**config.mk**
```make
export PLATFORM = sky130hd
export DESIGN_NAME = affine_tap_sched
export DESIGN_NICKNAME = d
export VERILOG_FILES = /design/src/rtl/affine_tap_sched.sv
export SDC_FILE = /design/constraint.sdc
export NUM_CORES = 1
export LEC_CHECK = 0
export CORE_MARGIN = 1.5
export CORE_UTILIZATION = 46
export DETAILED_ROUTE_END_ITERATION = 10
export HOLD_SLACK_MARGIN = 0.08
export PLACE_DENSITY = 0.86
export SETUP_SLACK_MARGIN = 0.4
export SLEW_MARGIN = 20
export SYNTH_ARGS = -nofsm -noshare
export SYNTH_HDL_FRONTEND = slang
export SYNTH_SLANG_ARGS = --single-unit
export TNS_END_PERCENT = 10
```
**constraint.sdc**
```tcl
create_clock -name clk -period 1.9 [get_ports clk]
set_input_delay 0.475 -clock clk [delete_from_list [all_inputs] [get_ports clk]]
set_output_delay 0.475 -clock clk [all_outputs]
set_load 0.03 [all_outputs]
```
**src/rtl/affine_tap_sched.sv**
```systemverilog
// affine_tap_sched: sequences the affine interpolation datapath for one sub-block.
// Streams reference samples row by row into a TAPS-deep sliding window and
// presents one window per output pixel, together with the latched phase select.
// Handshake: a transfer happens on a rising edge where valid && ready are both
// high; valid never depends on ready, and a presented window (with its flags)
// holds steady until it is taken.
module affine_tap_sched #(
    parameter int TAPS     = 6,
    parameter int SAMPLE_W = 11,
    parameter int BLK_W    = 4,
    parameter int BLK_H    = 4
) (
    input  logic                       clk,
    input  logic                       rst,
    input  logic                       cfg_valid,
    input  logic [3:0]                 cfg_phase,
    output logic                       cfg_ready,
    input  logic                       s_valid,
    input  logic [SAMPLE_W-1:0]        s_data,
    output logic                       s_ready,
    output logic [TAPS*SAMPLE_W-1:0]   win_data,
    output logic                       win_valid,
    input  logic                       m_ready,
    output logic [3:0]                 phase_sel,
    output logic                       bypass,
    output logic                       win_last_col,
    output logic                       win_last,
    output logic                       busy,
    output logic [1:0]                 state_dbg
);

    localparam int FW = (TAPS > 2) ? $clog2(TAPS - 1) : 1;
    localparam int CW = (BLK_W > 1) ? $clog2(BLK_W) : 1;
    localparam int RW = (BLK_H > 1) ? $clog2(BLK_H) : 1;
    localparam logic [FW-1:0] FILL_END = FW'(TAPS - 2);
    localparam logic [CW-1:0] COL_END  = CW'(BLK_W - 1);
    localparam logic [RW-1:0] ROW_END  = RW'(BLK_H - 1);
    localparam int DW = TAPS * SAMPLE_W;

    typedef enum logic [1:0] {
        IDLE  = 2'd0,
        FILL  = 2'd1,
        RUN   = 2'd2,
        DRAIN = 2'd3
    } state_t;

    state_t          state_q, state_d;
    logic [FW-1:0]   fill_cnt;
    logic [CW-1:0]   col_cnt;
    logic [RW-1:0]   row_cnt;
    logic [DW-1:0]   win_q;
    logic            win_valid_q;
    logic            last_col_q;
    logic            last_q;
    logic [3:0]      phase_q;
    logic            bypass_q;

    logic            shift_ok;
    logic            accept;
    logic            start;
    logic            run_accept;
    logic            fill_accept;

    // The window may only shift when nothing is presented or it is being taken.
    assign shift_ok    = !win_valid_q || m_ready;
    assign s_ready     = ((state_q == FILL) || (state_q == RUN)) && shift_ok;
    assign accept      = s_valid && s_ready;
    assign start       = (state_q == IDLE) && cfg_valid;
    assign run_accept  = accept && (state_q == RUN);
    assign fill_accept = accept && (state_q == FILL);

    assign cfg_ready    = (state_q == IDLE);
    assign busy         = (state_q != IDLE);
    assign state_dbg    = state_q;
    assign win_data     = win_q;
    assign win_valid    = win_valid_q;
    assign win_last_col = last_col_q;
    assign win_last     = last_q;
    assign phase_sel    = phase_q;
    assign bypass       = bypass_q;

    // State register.
    always_ff @(posedge clk) begin
        if (rst) state_q <= IDLE;
        else     state_q <= state_d;
    end

    // Next-state logic: rows alternate FILL (prime TAPS-1 samples) and RUN (one window per sample).
    always_comb begin
        state_d = state_q;
        unique case (state_q)
            IDLE:  if (cfg_valid) state_d = FILL;
            FILL:  if (fill_accept && (fill_cnt == FILL_END)) state_d = RUN;
            RUN:   if (run_accept && (col_cnt == COL_END))
                       state_d = (row_cnt == ROW_END) ? DRAIN : FILL;
            DRAIN: if (win_valid_q && m_ready) state_d = IDLE;
            default: state_d = IDLE;
        endcase
    end

    // Block configuration latched once per block; ignored while busy.
    always_ff @(posedge clk) begin
        if (rst) begin
            phase_q  <= 4'd0;
            bypass_q <= 1'b0;
        end else if (start) begin
            phase_q  <= cfg_phase;
            bypass_q <= (cfg_phase == 4'd0);
        end
    end

    // Fill, column and row counters.
    always_ff @(posedge clk) begin
        if (rst || start) begin
            fill_cnt <= '0;
            col_cnt  <= '0;
            row_cnt  <= '0;
        end else begin
            if (fill_accept)
                fill_cnt <= (fill_cnt == FILL_END) ? '0 : fill_cnt + FW'(1);
            if (run_accept) begin
                if (col_cnt == COL_END) begin
                    col_cnt <= '0;
                    if (row_cnt != ROW_END) row_cnt <= row_cnt + RW'(1);
                end else begin
                    col_cnt <= col_cnt + CW'(1);
                end
            end
        end
    end

    // Sliding window: oldest sample leaves tap0, newest enters the top tap.
    always_ff @(posedge clk) begin
        if (rst)         win_q <= '0;
        else if (accept) win_q <= {s_data, win_q[DW-1:SAMPLE_W]};
    end

    // Window presentation: set by a completing sample, cleared when taken without a replacement.
    always_ff @(posedge clk) begin
        if (rst) begin
            win_valid_q <= 1'b0;
            last_col_q  <= 1'b0;
            last_q      <= 1'b0;
        end else if (run_accept) begin
            win_valid_q <= 1'b1;
            last_col_q  <= (col_cnt == COL_END);
            last_q      <= (col_cnt == COL_END) && (row_cnt == ROW_END);
        end else if (m_ready) begin
            win_valid_q <= 1'b0;
            last_col_q  <= 1'b0;
            last_q      <= 1'b0;
        end
    end

endmodule

```
==> results_dict.tcl, run 1 <==
set metrics [dict create \
    vias 3084 \
    cts_max_level 3 \
    grt_overflow 0 \
    critPathKind "flip-flop to primary output" \
    post_layout_worst_setup_margin_ns 0.169 \
    wire_per_inst_um 14.9 \
    post_route_cells_drive_above_1_share_pct 18.8 \
    critical-path-max-stage-delay_ns 0.37 \
    timing.final.crit_share_pct 91.1 \
    fin_hold_ws_ns 0.448 \
    min_path_type "flip-flop to flip-flop" \
    clockBufferDepth 2 \
    postSynthCellCount 388 \
    final.setup_skew_ns 0.0124 \
    initial_util_pct 47.3 \
    synth_fp_nets 417 \
    grt_usage_pct 19.8 \
    number_of_antenna_diodes 0 \
    synthesis.area_per_instance_um2 8.19 \
    timing.final.setup_violations 0 \
    cap_violations 0 \
    worst_tran_pin_value_ns 0.343 \
    clk_transition_reported_paths_ns 0.08 \
    initial_antenna_violation_count 0 \
    crit_arrival_ns 1.26 \
    port_buffers 98 \
    finalWirelength_mm 8.81 \
    worst-path-max-fanout 2 \
    ys.warnings.count 0 \
    die_h_um 86.1 \
    slew-limit-headroom_pct 77.1 \
    timing.critical_path.to_type "primary output" \
    gp_congestion 0.866 \
    netlist_area_mm2 0.00318 \
    number_of_placement_rows 30 \
    dr.first_iter.drc_count 176 \
    tritoncts.num_buffers 9 \
    rsz0062_at_grt "yes" \
    outcome "finished, final reports clean" \
    synth_edf_count 0 \
    grt_pass1_vias 2571 \
    min_period_ns 1.73 \
    filler_cell_count 541 \
    critical-path-top-delay-family "flip-flops" \
    clk_latency_ns 0.35 \
    grt_start_max_net_pins 67 \
    detailed_place.area_mm2 0.00430 \
    multi_input_gate_area_in_the_final_layout_mm2 0.00146 \
    synth_seq_cells 83 \
    cts_root_buffer "sky130_fd_sc_hd__clkbuf_8" \
    timing_max_transition_violations_final 0 \
    die-area_mm2 0.00742 \
    cts_tree "built" \
    postSynth.asyncResetShare_pct 0 \
    num-nets-final 535 \
    seq_area_frac_synth_pct 52.3 \
    cp_cell_sequence "inv_4 -> ha_4 -> and2_4 -> buf_6" \
    critical_path.n_buffers_inverters 2 \
    post-route-drc-count 0 \
    layout.core_utilization_pct 70.0 \
    power.density_mw_per_mm2 1090 \
    crit_path_start_kind "flip-flop" \
    p_leak_nw 2.03 \
    layout_cell_area_excl_fill_mm2 0.00470 \
    ir_worst_vdd_mv 0.665 \
    synth.distinct_cells 35 \
    first_pass_iters 4 \
    fmax_ghz 0.578 \
    register_area_mm2 0.00167 \
    grt_pass1_wl_mm 11.9 \
    floorplan.die.width_um 86.1 \
    detail_route.vias_per_cell 5.22 \
    final_hold_violating_endpoints 0 \
    pin_count 99 \
    worst_ep_required_time_ns 1.42 \
    core_region_area_mm2 0.00672 \
    fin_setup_tns_ns 0 \
    placement_stage_worst_setup_slack_ns -0.0777 \
    areaGrowthSynthToFinish_pct 48.0 \
    postSynth.topFlopCell "sky130_fd_sc_hd__dfxtp_1" \
    cpMaxStageDelayCell "sky130_fd_sc_hd__dfxtp_4" \
    numClockSinks 83 \
    detailed_place_hpwl_mm 5.09 \
    detail-route-antenna-nets 0 \
]
per-layer routing:
layer  vias to the layer above  share of wire, %  global-route usage [%]
li1                       1516                 -                       -
met1                      1444                44                    26.6
met2                       113                49                    31.6
met3                        11               6.0                    4.14
met4                         0               1.6                    7.33
met5                         -                 0                       0
cells by family (layout without fill, tap and decap cells):
logic type | after synthesis | in the layout | synth area share, %
flops | 83 | 83 | 52.3
buf+inv | 29 | 152 | 4.41
mux | 3 | 3 | 0.984
compound gates | 86 | 86 | 15.0
fa+ha+maj | 9 | 9 | 3.54
xor+xnor | 1 | 1 | 0.276
simple gates | 177 | 177 | 23.5
report_power, final:
| group | total, W | internal [W] | switching (W) |
|---|---|---|---|
| Combinational | 0.00206 | 0.000908 | 0.00115 |
| Sequential | 0.00192 | 0.00184 | 0.0000724 |
| Clock | 0.00114 | 0.000486 | 0.000655 |
registers in the layout, indices dropped and copies added (netlist names):
register      cells
fill_cnt          3
win_last          1
col_cnt           2
state_dbg         2
win_valid         1
win_last_col      1
phase_sel         4
win_data         66
bypass            1
row_cnt           2
cell type report:
cell class	count	share of cell area, %
Tap cell	80	2.13
Multi-Input combinational cell	276	31.1
Inverter	6	0.585
Sequential cell	83	35.5
Clock buffer	10	2.71
Clock inverter	6	1.04
Timing Repair Buffer	130	26.9
synthesized netlist by cell type, types with 2 or more instances:
cell / number / share of area (%)
sky130_fd_sc_hd__buf_1: 4 / 0.47
sky130_fd_sc_hd__ha_1: 9 / 3.5
sky130_fd_sc_hd__clkbuf_1: 6 / 0.71
sky130_fd_sc_hd__nand2b_1: 2 / 0.39
sky130_fd_sc_hd__inv_1: 6 / 0.71
sky130_fd_sc_hd__nand4_1: 2 / 0.39
sky130_fd_sc_hd__buf_6: 2 / 0.71
sky130_fd_sc_hd__nand3_1: 7 / 1.1
sky130_fd_sc_hd__mux2i_1: 2 / 0.63
sky130_fd_sc_hd__nand2_1: 147 / 17
sky130_fd_sc_hd__a21oi_1: 78 / 12
sky130_fd_sc_hd__dfxtp_1: 83 / 52
sky130_fd_sc_hd__nor2_1: 6 / 0.71
sky130_fd_sc_hd__and2_1: 2 / 0.39
sky130_fd_sc_hd__nand3_2: 3 / 0.94
sky130_fd_sc_hd__buf_2: 10 / 1.6
worst paths after layout:
kind                start      endpoint  slack, ns  cells past startpoint
max          state_dbg[1]       s_ready       0.17                      4
max reg2reg  state_dbg[1]  win_data[23]       0.20                      9
min reg2reg   win_data[0]   win_data[0]       0.45                      2
min           win_data[0]   win_data[0]       0.45                      2
worst min-delay path, delay by kind of cell (launching register included):
kind / cells / cell delay (ns)
flip-flops: 1 / 0.31
AND/OR/NAND/NOR: 1 / 0.05
AO/OA/AOI/OAI: 1 / 0.05
metrics by stage:
step / instances / power [W]
finish: 591 / 0.00512
global route: 591 / 0.00533
CTS: 579 / 0.00462
detailed placement: 556 / 0.00346
global placement: 556 / 0.00344
floorplan: 388 / 0.00301
placed cells by master, fill, tap and decap left out, drive strengths merged:
| master | netlist | routed |
|---|---|---|
| mux2 | 1 | 1 |
| mux2i | 2 | 2 |
| a311o | 1 | 1 |
| or3b | 1 | 1 |
| nand4 | 2 | 2 |
| a31o | 1 | 1 |
| clkinv | 0 | 1 |
| inv | 6 | 8 |
| a21oi | 78 | 78 |
| clkdlybuf4s50 | 0 | 17 |
| nand2 | 147 | 147 |
| xor2 | 1 | 1 |
| clkbuf | 6 | 18 |
| o21ai | 1 | 1 |
| and2b | 2 | 2 |
| nand2b | 3 | 3 |
| and2 | 2 | 2 |
| nor2 | 7 | 7 |
| dfxtp | 83 | 83 |
| nor2b | 1 | 1 |
| o41ai | 2 | 2 |
| buf | 17 | 41 |
| o31ai | 2 | 2 |
| ha | 9 | 9 |
| a2bb2oi | 1 | 1 |
| nor4 | 1 | 1 |
| dlygate4sd2 | 0 | 64 |
| or3 | 1 | 1 |
| clkinvlp | 0 | 3 |
| nand3 | 10 | 10 |
repair_timing:
item,CTS,global route
buffers inserted,7,4
endpoints found under the setup margin,150,146
gates resized for setup,145,21
cloned,0,8
pin swaps,1,7
hold buffers,0,0
No activity file was read; power rests on OpenSTA's default activity.
==> run 2: changes to the inputs <==
- CORE_UTILIZATION: 46 -> 50
- PLACE_DENSITY: 0.86 -> 0.92
- clock period: 1.9 -> 2.2 ns (I/O delays scaled with it)
==> results_dict.tcl, run 2 (synthesized netlist as in run 1, its figures left out) <==
set metrics [dict create \
    rsz0062_at_grt "yes" \
    cp_cell_sequence "clkdlybuf4s50_1" \
    grt_usage_pct 22.6 \
    ir_worst_vdd_mv 0.576 \
    critPathKind "flip-flop to primary output" \
    detail_route.vias_per_cell 5.12 \
    timing_max_transition_violations_final 0 \
    cts_tree "built" \
    timing.critical_path.to_type "primary output" \
    fmax_ghz 0.508 \
    initial_util_pct 52.7 \
    floorplan.die.width_um 82.7 \
    timing.hold.worst.start "win_data[8]" \
    tritoncts.num_buffers 9 \
    clk_transition_reported_paths_ns 0.09 \
    number_of_placement_rows 28 \
    vias 2881 \
    slew-limit-headroom_pct 76.2 \
    critical-path-max-stage-delay_ns 0.70 \
    clockBufferDepth 2 \
    grt_start_max_net_pins 67 \
    wire_per_inst_um 13.5 \
    dr.first_iter.drc_count 142 \
    timing.rr.end "fill_cnt[2]" \
    final_hold_violating_endpoints 0 \
    die_h_um 82.7 \
    fin_cells 563 \
    min_path_type "flip-flop to flip-flop" \
    cpMaxStageDelayCell "sky130_fd_sc_hd__clkdlybuf4s50_1" \
    cts_max_level 3 \
    comb_power_share_pct 33.3 \
    timing.final.setup_violations 0 \
    power.share.switching_pct 36.7 \
    die-area_mm2 0.00684 \
    final_common_cell "sky130_fd_sc_hd__nand2_1" \
    critical-path-top-delay-family "buffers and inverters" \
    clockPowerShare_pct 24.6 \
    finalWirelength_mm 7.62 \
    worst_ep_required_time_ns 1.65 \
    core_region_area_mm2 0.00603 \
    crit_path_start_kind "flip-flop" \
    post-route-drc-count 0 \
    clk_latency_ns 0.35 \
    initial_antenna_violation_count 0 \
    layout_common_cells "sky130_fd_sc_hd__nand2_1, sky130_fd_sc_hd__dfxtp_1, sky130_fd_sc_hd__clkdlybuf4s50_1" \
    crit_arrival_ns 1.42 \
    grt_pass1_wl_mm 11.9 \
    grt_pass1_vias 2607 \
    post_cts_hold_buffer_count 0 \
    gp_congestion 0.862 \
    outcome "finished, final reports clean" \
    detailed_place_hpwl_mm 5.21 \
    timing.final.crit_share_pct 89.5 \
    num-nets-final 512 \
    sequential_fraction_of_design_power_pct 42.1 \
    number_of_antenna_diodes 0 \
    cp_num_cells 1 \
    worstHoldPathCells 2 \
    dpl.cell_count 543 \
    areaGrowthSynthToFinish_pct 40.0 \
    port_buffers 98 \
    largest_register_ff_count 66 \
    p_leak_nw 1.67 \
    worstRegToRegCells 6 \
    final.setup_skew_ns 0.0106 \
    regToRegSetupSlack_ns 0.54 \
    grt_overflow 0 \
    net_switching_w 0.00145 \
    numClockSinks 83 \
    cap_violations 0 \
    critical_path.n_buffers_inverters 1 \
    post_route_cells_drive_above_1_share_pct 8.81 \
    detail-route-antenna-nets 0 \
    fin_setup_tns_ns 0 \
    worstSetupEndpoint "win_data[49]" \
    first_pass_iters 4 \
    pin_count 99 \
    internal_power_w 0.00251 \
    post-layout-total-power_w 0.00396 \
    power.density_mw_per_mm2 889 \
    cp-startpoint "win_data[49]" \
    min_period_ns 1.97 \
    r2r_start "state_dbg[1]" \
    cts_root_buffer "sky130_fd_sc_hd__clkbuf_8" \
    worst-path-max-fanout 3 \
    worst_tran_pin_value_ns 0.353 \
]
run 2: layer usage:
metal / part of all wire, % / GRT usage [%] / wire [µm]
met1: 43 / 28.1 / 3290
met2: 49 / 36.7 / 3750
met3: 6.8 / 7.03 / 519
met4: 0.77 / 8.33 / 59
met5: 0 / 0 / 0
run 2: worst min-delay path by stage:
stage                       end  slack, ns
finish              win_data[8]       0.46
global route        win_data[5]       0.48
CTS                      bypass       0.46
detailed placement       bypass       0.45
global placement    win_data[0]       0.44
floorplan            col_cnt[1]       0.44
run 2: worst min-delay path: cells and delay by family, from the launching register on:
kind             cells  cell delay, ns
flip-flops           1            0.32
AND/OR/NAND/NOR      1            0.05
AO/OA/AOI/OAI        1            0.05
run 2: layout make-up:
cell class | instances | area, µm²
sequential | 83 | 1670
fill | 455 | 1580
multi-input combinational | 276 | 1390
timing repair buffer | 107 | 1090
clock buffer | 10 | 128
tap | 75 | 93.8
clock inverter | 6 | 48.8
inverter | 6 | 27.5
run 2: timing repair:
| item | in CTS | in global routing |
|---|---|---|
| hold endpoints to repair | 0 | 0 |
| pin swaps | 1 | 0 |
| resized for setup | 23 | 7 |
| buffers inserted | 4 | 0 |
| setup endpoints to repair | 80 | 73 |
run 2: power by group through the flow:
stage	registers (W)	logic [W]	clock network [W]
after detailed placement	0.00169	0.00124	0
after global placement	0.00169	0.00121	0
after floorplan	0.00184	0.000680	0
final	0.00167	0.00132	0.000974
after global routing	0.00168	0.00141	0.00105
after CTS	0.00166	0.00131	0.000985
run 2: through the flow:
stage	cell area [µm²]	hold slack [ns]	worst slack (ns)	util [%]
global placement	4210	0.442	0.124	69.9
floorplan	3180	0.440	0.450	-
CTS	4430	0.461	0.213	73.6
global route	4450	0.482	0.188	73.9
finish	4450	0.459	0.231	73.9
detailed placement	4210	0.449	0.104	69.9
